### src/rtl/div_sched.sv
// Iterative divider sequencer: LOAD -> STEPS x RUN -> WRITE, with the HiLo pipeline interlock.
// Optional macro DIV_ZERO_TRAP_EN: a zero divisor skips RUN and flags dz_err instead of writing HiLo.
module div_sched #(
    parameter int STEPS = 32,
    parameter int CW    = 6
) (
    input  logic          clk,
    input  logic          rst,
    input  logic          div_req,
    input  logic          divisor_zero,
    input  logic          mf_req,
    output logic          div_load,
    output logic          div_step,
    output logic [CW-1:0] step_idx,
    output logic          hilo_we,
    output logic          done,
    output logic          dz_err,
    output logic          busy,
    output logic          stall
);

    typedef enum logic [1:0] {
        IDLE,
        LOAD,
        RUN,
        WRITE
    } state_t;

    localparam logic [CW-1:0] LAST_STEP = CW'(STEPS - 1);

    state_t        state;
    state_t        state_nxt;
    logic [CW-1:0] count;
    logic [CW-1:0] count_nxt;
    logic          load_zero;
    logic          zero_wr;

`ifdef DIV_ZERO_TRAP_EN
    // Remembers whether the divide in flight is the zero-divisor shortcut.
    always_ff @(posedge clk) begin
        if (rst) begin
            zero_wr <= 1'b0;
        end else if (state == LOAD) begin
            zero_wr <= divisor_zero;
        end
    end

    assign load_zero = divisor_zero;
`else
    logic unused_divisor_zero;

    assign unused_divisor_zero = divisor_zero;
    assign load_zero           = 1'b0;
    assign zero_wr             = 1'b0;
`endif

    always_ff @(posedge clk) begin
        if (rst) begin
            state <= IDLE;
            count <= '0;
        end else begin
            state <= state_nxt;
            count <= count_nxt;
        end
    end

    always_comb begin
        state_nxt = state;
        count_nxt = count;
        div_load  = 1'b0;
        div_step  = 1'b0;
        step_idx  = '0;
        hilo_we   = 1'b0;
        done      = 1'b0;
        dz_err    = 1'b0;
        busy      = 1'b0;
        stall     = 1'b0;

        case (state)
            IDLE: begin
                count_nxt = '0;
                if (div_req) begin
                    state_nxt = LOAD;
                end
            end
            LOAD: begin
                div_load  = 1'b1;
                count_nxt = '0;
                state_nxt = load_zero ? WRITE : RUN;
            end
            RUN: begin
                div_step = 1'b1;
                step_idx = count;
                if (count == LAST_STEP) begin
                    count_nxt = '0;
                    state_nxt = WRITE;
                end else begin
                    count_nxt = count + CW'(1);
                end
            end
            WRITE: begin
                done      = 1'b1;
                hilo_we   = ~zero_wr;
                dz_err    = zero_wr;
                state_nxt = IDLE;
            end
            default: begin
                state_nxt = IDLE;
                count_nxt = '0;
            end
        endcase

        busy  = (state != IDLE);
        stall = busy & (div_req | mf_req);

        // A reset cycle silences everything so an aborted divide can never leak a write.
        if (rst) begin
            div_load = 1'b0;
            div_step = 1'b0;
            step_idx = '0;
            hilo_we  = 1'b0;
            done     = 1'b0;
            dz_err   = 1'b0;
            busy     = 1'b0;
            stall    = 1'b0;
        end
    end

endmodule

### config.mk
export PLATFORM = sky130hd
export DESIGN_NAME = div_sched
export DESIGN_NICKNAME = d
export VERILOG_FILES = /design/src/rtl/div_sched.sv
export SDC_FILE = /design/constraint.sdc
export NUM_CORES = 1
export LEC_CHECK = 0
export CAP_MARGIN = 0
export CORE_AREA = 3 3 40 42
export CTS_CLUSTER_SIZE = 24
export DETAILED_ROUTE_END_ITERATION = 8
export DIE_AREA = 0 0 43 45
export HOLD_SLACK_MARGIN = 0.05
export PLACE_DENSITY_LB_ADDON = 0.05
export SYNTH_ARGS = -nofsm -noshare
export SYNTH_HDL_FRONTEND = slang
export SYNTH_SLANG_ARGS = --single-unit
### constraint.sdc
create_clock -name clk -period 1.7 [get_ports clk]
set_input_delay 0.51 -clock clk [delete_from_list [all_inputs] [get_ports clk]]
set_output_delay 0.51 -clock clk [all_outputs]
set_load 0.02 [all_outputs]
==> qor.yml, run 1 <==
critical_path:
  crit_type: "reg -> out"
  crit_required_ps: 1190
  path_max_fanout: 6
  cp_data_arrival_time_ps: 1280
  critPathLaunchType: "flop"
  end_kind: "output pin"
routing:
  first_iter_violations: 4
  finalWirelength_mm: 1.39
  vias_per_cell: 4.92
  drc_errors: 0
  dr.pass1.iters: 4
  wl_per_cell_um: 12.2
  vias: 561
  drtAntennaViolNets: 0
logic_synthesis:
  yosysSeqAreaShare_pct: 29.2
  synth_ff_type: "dfxtp_1"
  ys_seq_elements: 8
  async_reset_ff_share_pct: 0
  synth_cell_types: 32
  synth-edff-count: 0
  syn_avg_cell_area_um2: 8.45
  synth_warnings: 0
  syn-num-nets: 75
  netlist_instances: 65
  synth_area_um2: 549
clock_network:
  cts-buffers-inserted: 3
  cts_buffer_depth: 2
  clk_pin_slew_ps: 60
  clk_latency_ps: 260
  cts.sinks: 8
  tritoncts: "yes"
  htree_levels: 1
  cts_root_buf: "clkbuf_4"
die:
  fp.dieW_um: 43
  dieArea_mm2: 0.00194
  die_h_um: 45
  core-area_mm2: 0.00128
  initial_core_util_pct: 42.7
  fp-row-count: 13
  boundaryPins: 18
sta:
  hold-worst-slack_ps: 519
  period_needed_ps: 1790
  setup_violations: 8
  postLayoutSetupSlackWorst_ps: -86.8
  max_freq_ghz: 0.560
  slew_violations: 0
  clock_skew_ps: 2.26
  min_period_over_period_pct: 105
  rsz0062_at_grt: "true"
  hold_viol: 0
cells_and_area:
  fin_cells: 114
  seq_area_um2: 165
  antennaDiodeCount: 0
  nFillCells: 97
  area_delta_synth_final_pct: 72.0
  drive_gt1_share_pct: 52.5
  nNetsFinal: 111
  multi_input_area_um2: 415
run:
  cap_violations: 0
placement:
  post-place-cells: 110
  dp_hpwl_mm: 1.07
  io_buffer_count: 15
  gp_congestion: 0.776
power_and_ir_drop:
  max-vdd-ir-drop_v: 0.000729
  power.density_mw_per_mm2: 868
  cellLeakagePower_nw: 0.404
grt:
  overflow: 0
  grt_use_total_pct: 16.8
  antenna_found_initial: 0
  grt_pass1_vias: 522
  grt_max_degree: 12
  grt_pass1_wl_mm: 2.30
status:
  violations: "negative setup slack"
  outcome: "complete, but fails checks"
worst_hold_path:
  hold_path_class: "reg -> reg"
## cell usage after synthesis (all sizes together), types with 2 or more instances
| cell type | instances | area share, % |
|---|---|---|
| nand2 | 4 | 2.7 |
| nand2b | 2 | 2.3 |
| dfxtp | 8 | 29 |
| buf | 3 | 3.6 |
| or4 | 2 | 2.7 |
| and2 | 4 | 4.6 |
| o21a | 2 | 2.7 |
| ha | 5 | 11 |
| nor3 | 2 | 1.8 |
| nor2b | 4 | 4.6 |
| inv | 6 | 4.1 |
| nand3 | 2 | 1.8 |
| a21oi | 4 | 3.6 |
## cell type report
class,instances,share of cell area [%]
Tap cell,15,1.99
Clock buffer,3,2.38
Timing Repair Buffer,35,31.5
Sequential cell,8,17.5
Inverter,6,2.65
Multi-Input combinational cell,47,44.0
## logic make-up (layout without fill, tap and decap cells)
kind of cell / Yosys count / count (layout) / synth area share (%)
adder cells (fa/ha/maj): 5 / 5 / 11.4
AND/OR/NAND/NOR: 25 / 25 / 28.0
multiplexers: 1 / 1 / 1.82
AO/OA/AOI/OAI: 14 / 14 / 18.9
buffers and inverters: 10 / 44 / 8.43
XOR/XNOR: 1 / 1 / 1.59
flip-flops: 8 / 8 / 29.2
other: 1 / 1 / 0.683
## worst paths after layout
path | from | endpoint | slack, ps | depth (start not counted)
worst max-delay path | state[0] | step_idx[0] | -90 | 5
worst min-delay path | count[4] | count[4] | 520 | 2
worst max register to register | state[1] | count[4] | 140 | 5
worst min register to register | count[4] | count[4] | 520 | 2
## report_power, final
group          internal (mW)  total [mW]  switching [mW]  leakage (nW)
clock                 0.0813       0.153          0.0713        0.0138
sequential             0.214       0.240          0.0253        0.0659
combinational          0.225       0.428           0.203         0.325
## critical path: stages (launching register included)
cell     delay, ps
dfxtp_2        340
inv_4           70
ha_4           140
nor2b_4        200
and2_4         160
buf_6          100
## timing repair
item / 4_1_cts / 5_1_grt
setup buffers: 1 / 0
pin swaps: 5 / 1
hold buffers: 0 / 0
endpoints found under the setup margin: 12 / 12
resized for setup: 87 / 2
## per-stage QoR
| step | TNS [ps] | area, µm² | power (mW) | utilization, % | setup slack (ps) |
|---|---|---|---|---|---|
| global placement | -8580 | 860 | 0.597 | 66.9 | -782 |
| detailed placement | -8600 | 860 | 0.603 | 66.9 | -789 |
| floorplan | -31.4 | 572 | 0.435 | - | -15.7 |
| CTS | -697 | 940 | 0.822 | 73.1 | -112 |
| finish | -486 | 945 | 0.820 | 73.5 | -86.8 |
| global route | -1260 | 945 | 0.882 | 73.5 | -158 |
## registers in the layout, summed over array words and instances (netlist names)
register / cells
count: 6
state: 2
## per-layer routing
metal | vias up | part of all wire, % | track usage (%)
li1 | 298 | - | -
met5 | - | 0 | 0
met4 | 0 | 0.57 | 5.42
met1 | 247 | 47 | 19.6
met3 | 2 | 6.0 | 7.17
met2 | 14 | 46 | 27.8
## cell usage in the layout (no fill, tap or decap), drive strengths merged, types with 2 or more instances in the layout
cell type / n
nand2: 4
nand2b: 2
o21a: 2
clkbuf: 3
nand3: 2
dfxtp: 8
or4: 2
nor3: 2
inv: 6
buf: 32
and2: 4
nor2b: 4
a21oi: 4
ha: 5
Power figures use the tool's default switching activity.
==> inputs of run 2 (changes only) <==
SKIP_CTS_REPAIR_TIMING = 1   (was not set)
==> qor.yml, run 2 (same netlist as run 1, synthesis figures left out) <==
status:
  outcome: "complete, but fails checks"  # unchanged
  violations: "negative setup slack"  # unchanged
die:
  fp.dieW_um: 43  # unchanged
  die_h_um: 45  # unchanged
  dieArea_mm2: 0.00194  # unchanged
  core-area_mm2: 0.00128  # unchanged
  boundaryPins: 18  # unchanged
  initial_core_util_pct: 42.7  # unchanged
  fp-row-count: 13  # unchanged
placement:
  pre_cts_ws_ps: -789  # unchanged
  gp_congestion: 0.776  # unchanged
  dp_hpwl_mm: 1.07  # unchanged
  io_buffer_count: 15  # unchanged
  post-place-cells: 110  # unchanged
  place_area_um2: 860  # unchanged
cells_and_area:
  fin_cells: 114  # unchanged
  final_area_um2: 937  # was 945 µm²
  drive_gt1_share_pct: 50.5  # was 52.5%
  antennaDiodeCount: 0  # unchanged
  largest_reg_flops: 6  # unchanged
  largest_registers: "count: 6 flops, state: 2 flops"  # unchanged
  final_core_util_pct: 72.9  # was 73.5%
  nFillCells: 99  # was 97
  nNetsFinal: 111  # unchanged
  area_delta_synth_final_pct: 70.6  # was 72.0%
  largest_register: "count"  # unchanged
  final_cell_mix: "buf_4, buf_6, dfxtp_1"  # unchanged
  mostFrequentLayoutCell: "buf_4"  # unchanged
grt:
  overflow: 0  # unchanged
  grt_use_total_pct: 16.4  # was 16.8%
  grt_max_degree: 12  # unchanged
  grt_pass1_vias: 535  # was 522
  antenna_found_initial: 0  # unchanged
  grt_pass1_wl_mm: 2.28  # was 2.30 mm
clock_network:
  clk_pin_slew_ps: 60  # about the same
  tritoncts: "yes"  # unchanged
  htree_levels: 1  # unchanged
  cts.sinks: 8  # unchanged
  cts_buffer_depth: 2  # unchanged
  cts_root_buf: "clkbuf_4"  # unchanged
  clk_latency_ps: 260  # about the same
  cts-buffers-inserted: 3  # unchanged
critical_path:
  crit_required_ps: 1190  # about the same
  slowest_stage: "dfxtp_2"  # unchanged
  reg2reg_to: "count[4]"  # unchanged
  cp_cell_sequence: "inv_2, ha_4, nor2b_4, and2_1, buf_6"  # was inv_4, ha_4, nor2b_4, and2_4, buf_6
  rrSetupSlack_ps: 160  # was 140 ps
  cp_slowest_stage_delay_ps: 330  # was 340 ps
  cp-startpoint: "state[0]"  # unchanged
  cp_data_arrival_time_ps: 1290  # was 1280 ps
  r2r-start: "state[0]"  # was state[1]
  cp-endpoint: "step_idx[0]"  # unchanged
  critPathLaunchType: "flop"  # unchanged
  path_max_fanout: 6  # unchanged
  crit_type: "reg -> out"  # unchanged
  r2r_cells: 5  # unchanged
  end_kind: "output pin"  # unchanged
routing:
  drtAntennaViolNets: 0  # unchanged
  first_iter_violations: 7  # was 4
  vias: 557  # was 561
  wl_per_cell_um: 12.2  # about the same
  drc_errors: 0  # unchanged
  dr.pass1.iters: 4  # unchanged
  vias_per_cell: 4.89  # was 4.92
  finalWirelength_mm: 1.39  # about the same
power_and_ir_drop:
  max-vdd-ir-drop_v: 0.000813  # was 0.000729 V
  finalPower_mw: 0.820  # about the same
  power.density_mw_per_mm2: 875  # was 868 mW/mm²
  cellLeakagePower_nw: 0.406  # was 0.404 nW
sta:
  max_freq_ghz: 0.556  # was 0.560 GHz
  period_needed_ps: 1800  # was 1790 ps
  clock_skew_ps: 2.33  # was 2.26 ps
  postLayoutSetupSlackWorst_ps: -99.4  # was -86.8 ps
  slew_violations: 0  # unchanged
  rsz0062_at_grt: "true"  # unchanged
  hold-worst-slack_ps: 519  # about the same
  hold_viol: 0  # unchanged
  setup-tns-final_ps: -634  # was -486 ps
  setup_violations: 9  # was 8
  min_period_over_period_pct: 106  # was 105%
worst_hold_path:
  hold_path_class: "reg -> reg"  # unchanged
run:
  cap_violations: 0  # unchanged
run 2: how the worst min path moves through the flow:
stage | start | end | slack, ps | cells after the start
after detailed placement | state[1] | state[1] | 510 | 2
after floorplan | count[1] | count[1] | 480 | 2
after global placement | count[4] | count[4] | 490 | 2
final | count[4] | count[4] | 520 | 2
after CTS | state[1] | state[1] | 530 | 2
after global routing | count[4] | count[4] | 560 | 2
run 2: area by class of cell:
class                   count  area, µm²  area share [%]
flip-flops and latches      8        165            17.6
well taps                  15       18.8            2.00
multi-input cells          47        410            43.8
clock buffers               3       22.5            2.40
repair buffers             35        298            31.8
inverters                   6       22.5            2.40
run 2: critical path, delay by kind of cell (launching register included):
family / cells / cell delay [ps]
and+or+nand+nor: 2 / 350
DFF: 1 / 330
buffers and inverters: 2 / 210
adders and majority gates: 1 / 150
run 2: per-layer routing:
metal / share of wire [%] / global-route usage [%]
met1: 47 / 20.2
met2: 46 / 25.7
met3: 6.0 / 7.17
met4: 0.58 / 5.42
met5: 0 / 0
run 2: where the power goes:
part / internal (mW) / switching (mW) / total, mW
sequential: 0.214 / 0.0231 / 0.237
combinational: 0.228 / 0.202 / 0.430
clock: 0.0813 / 0.0712 / 0.152
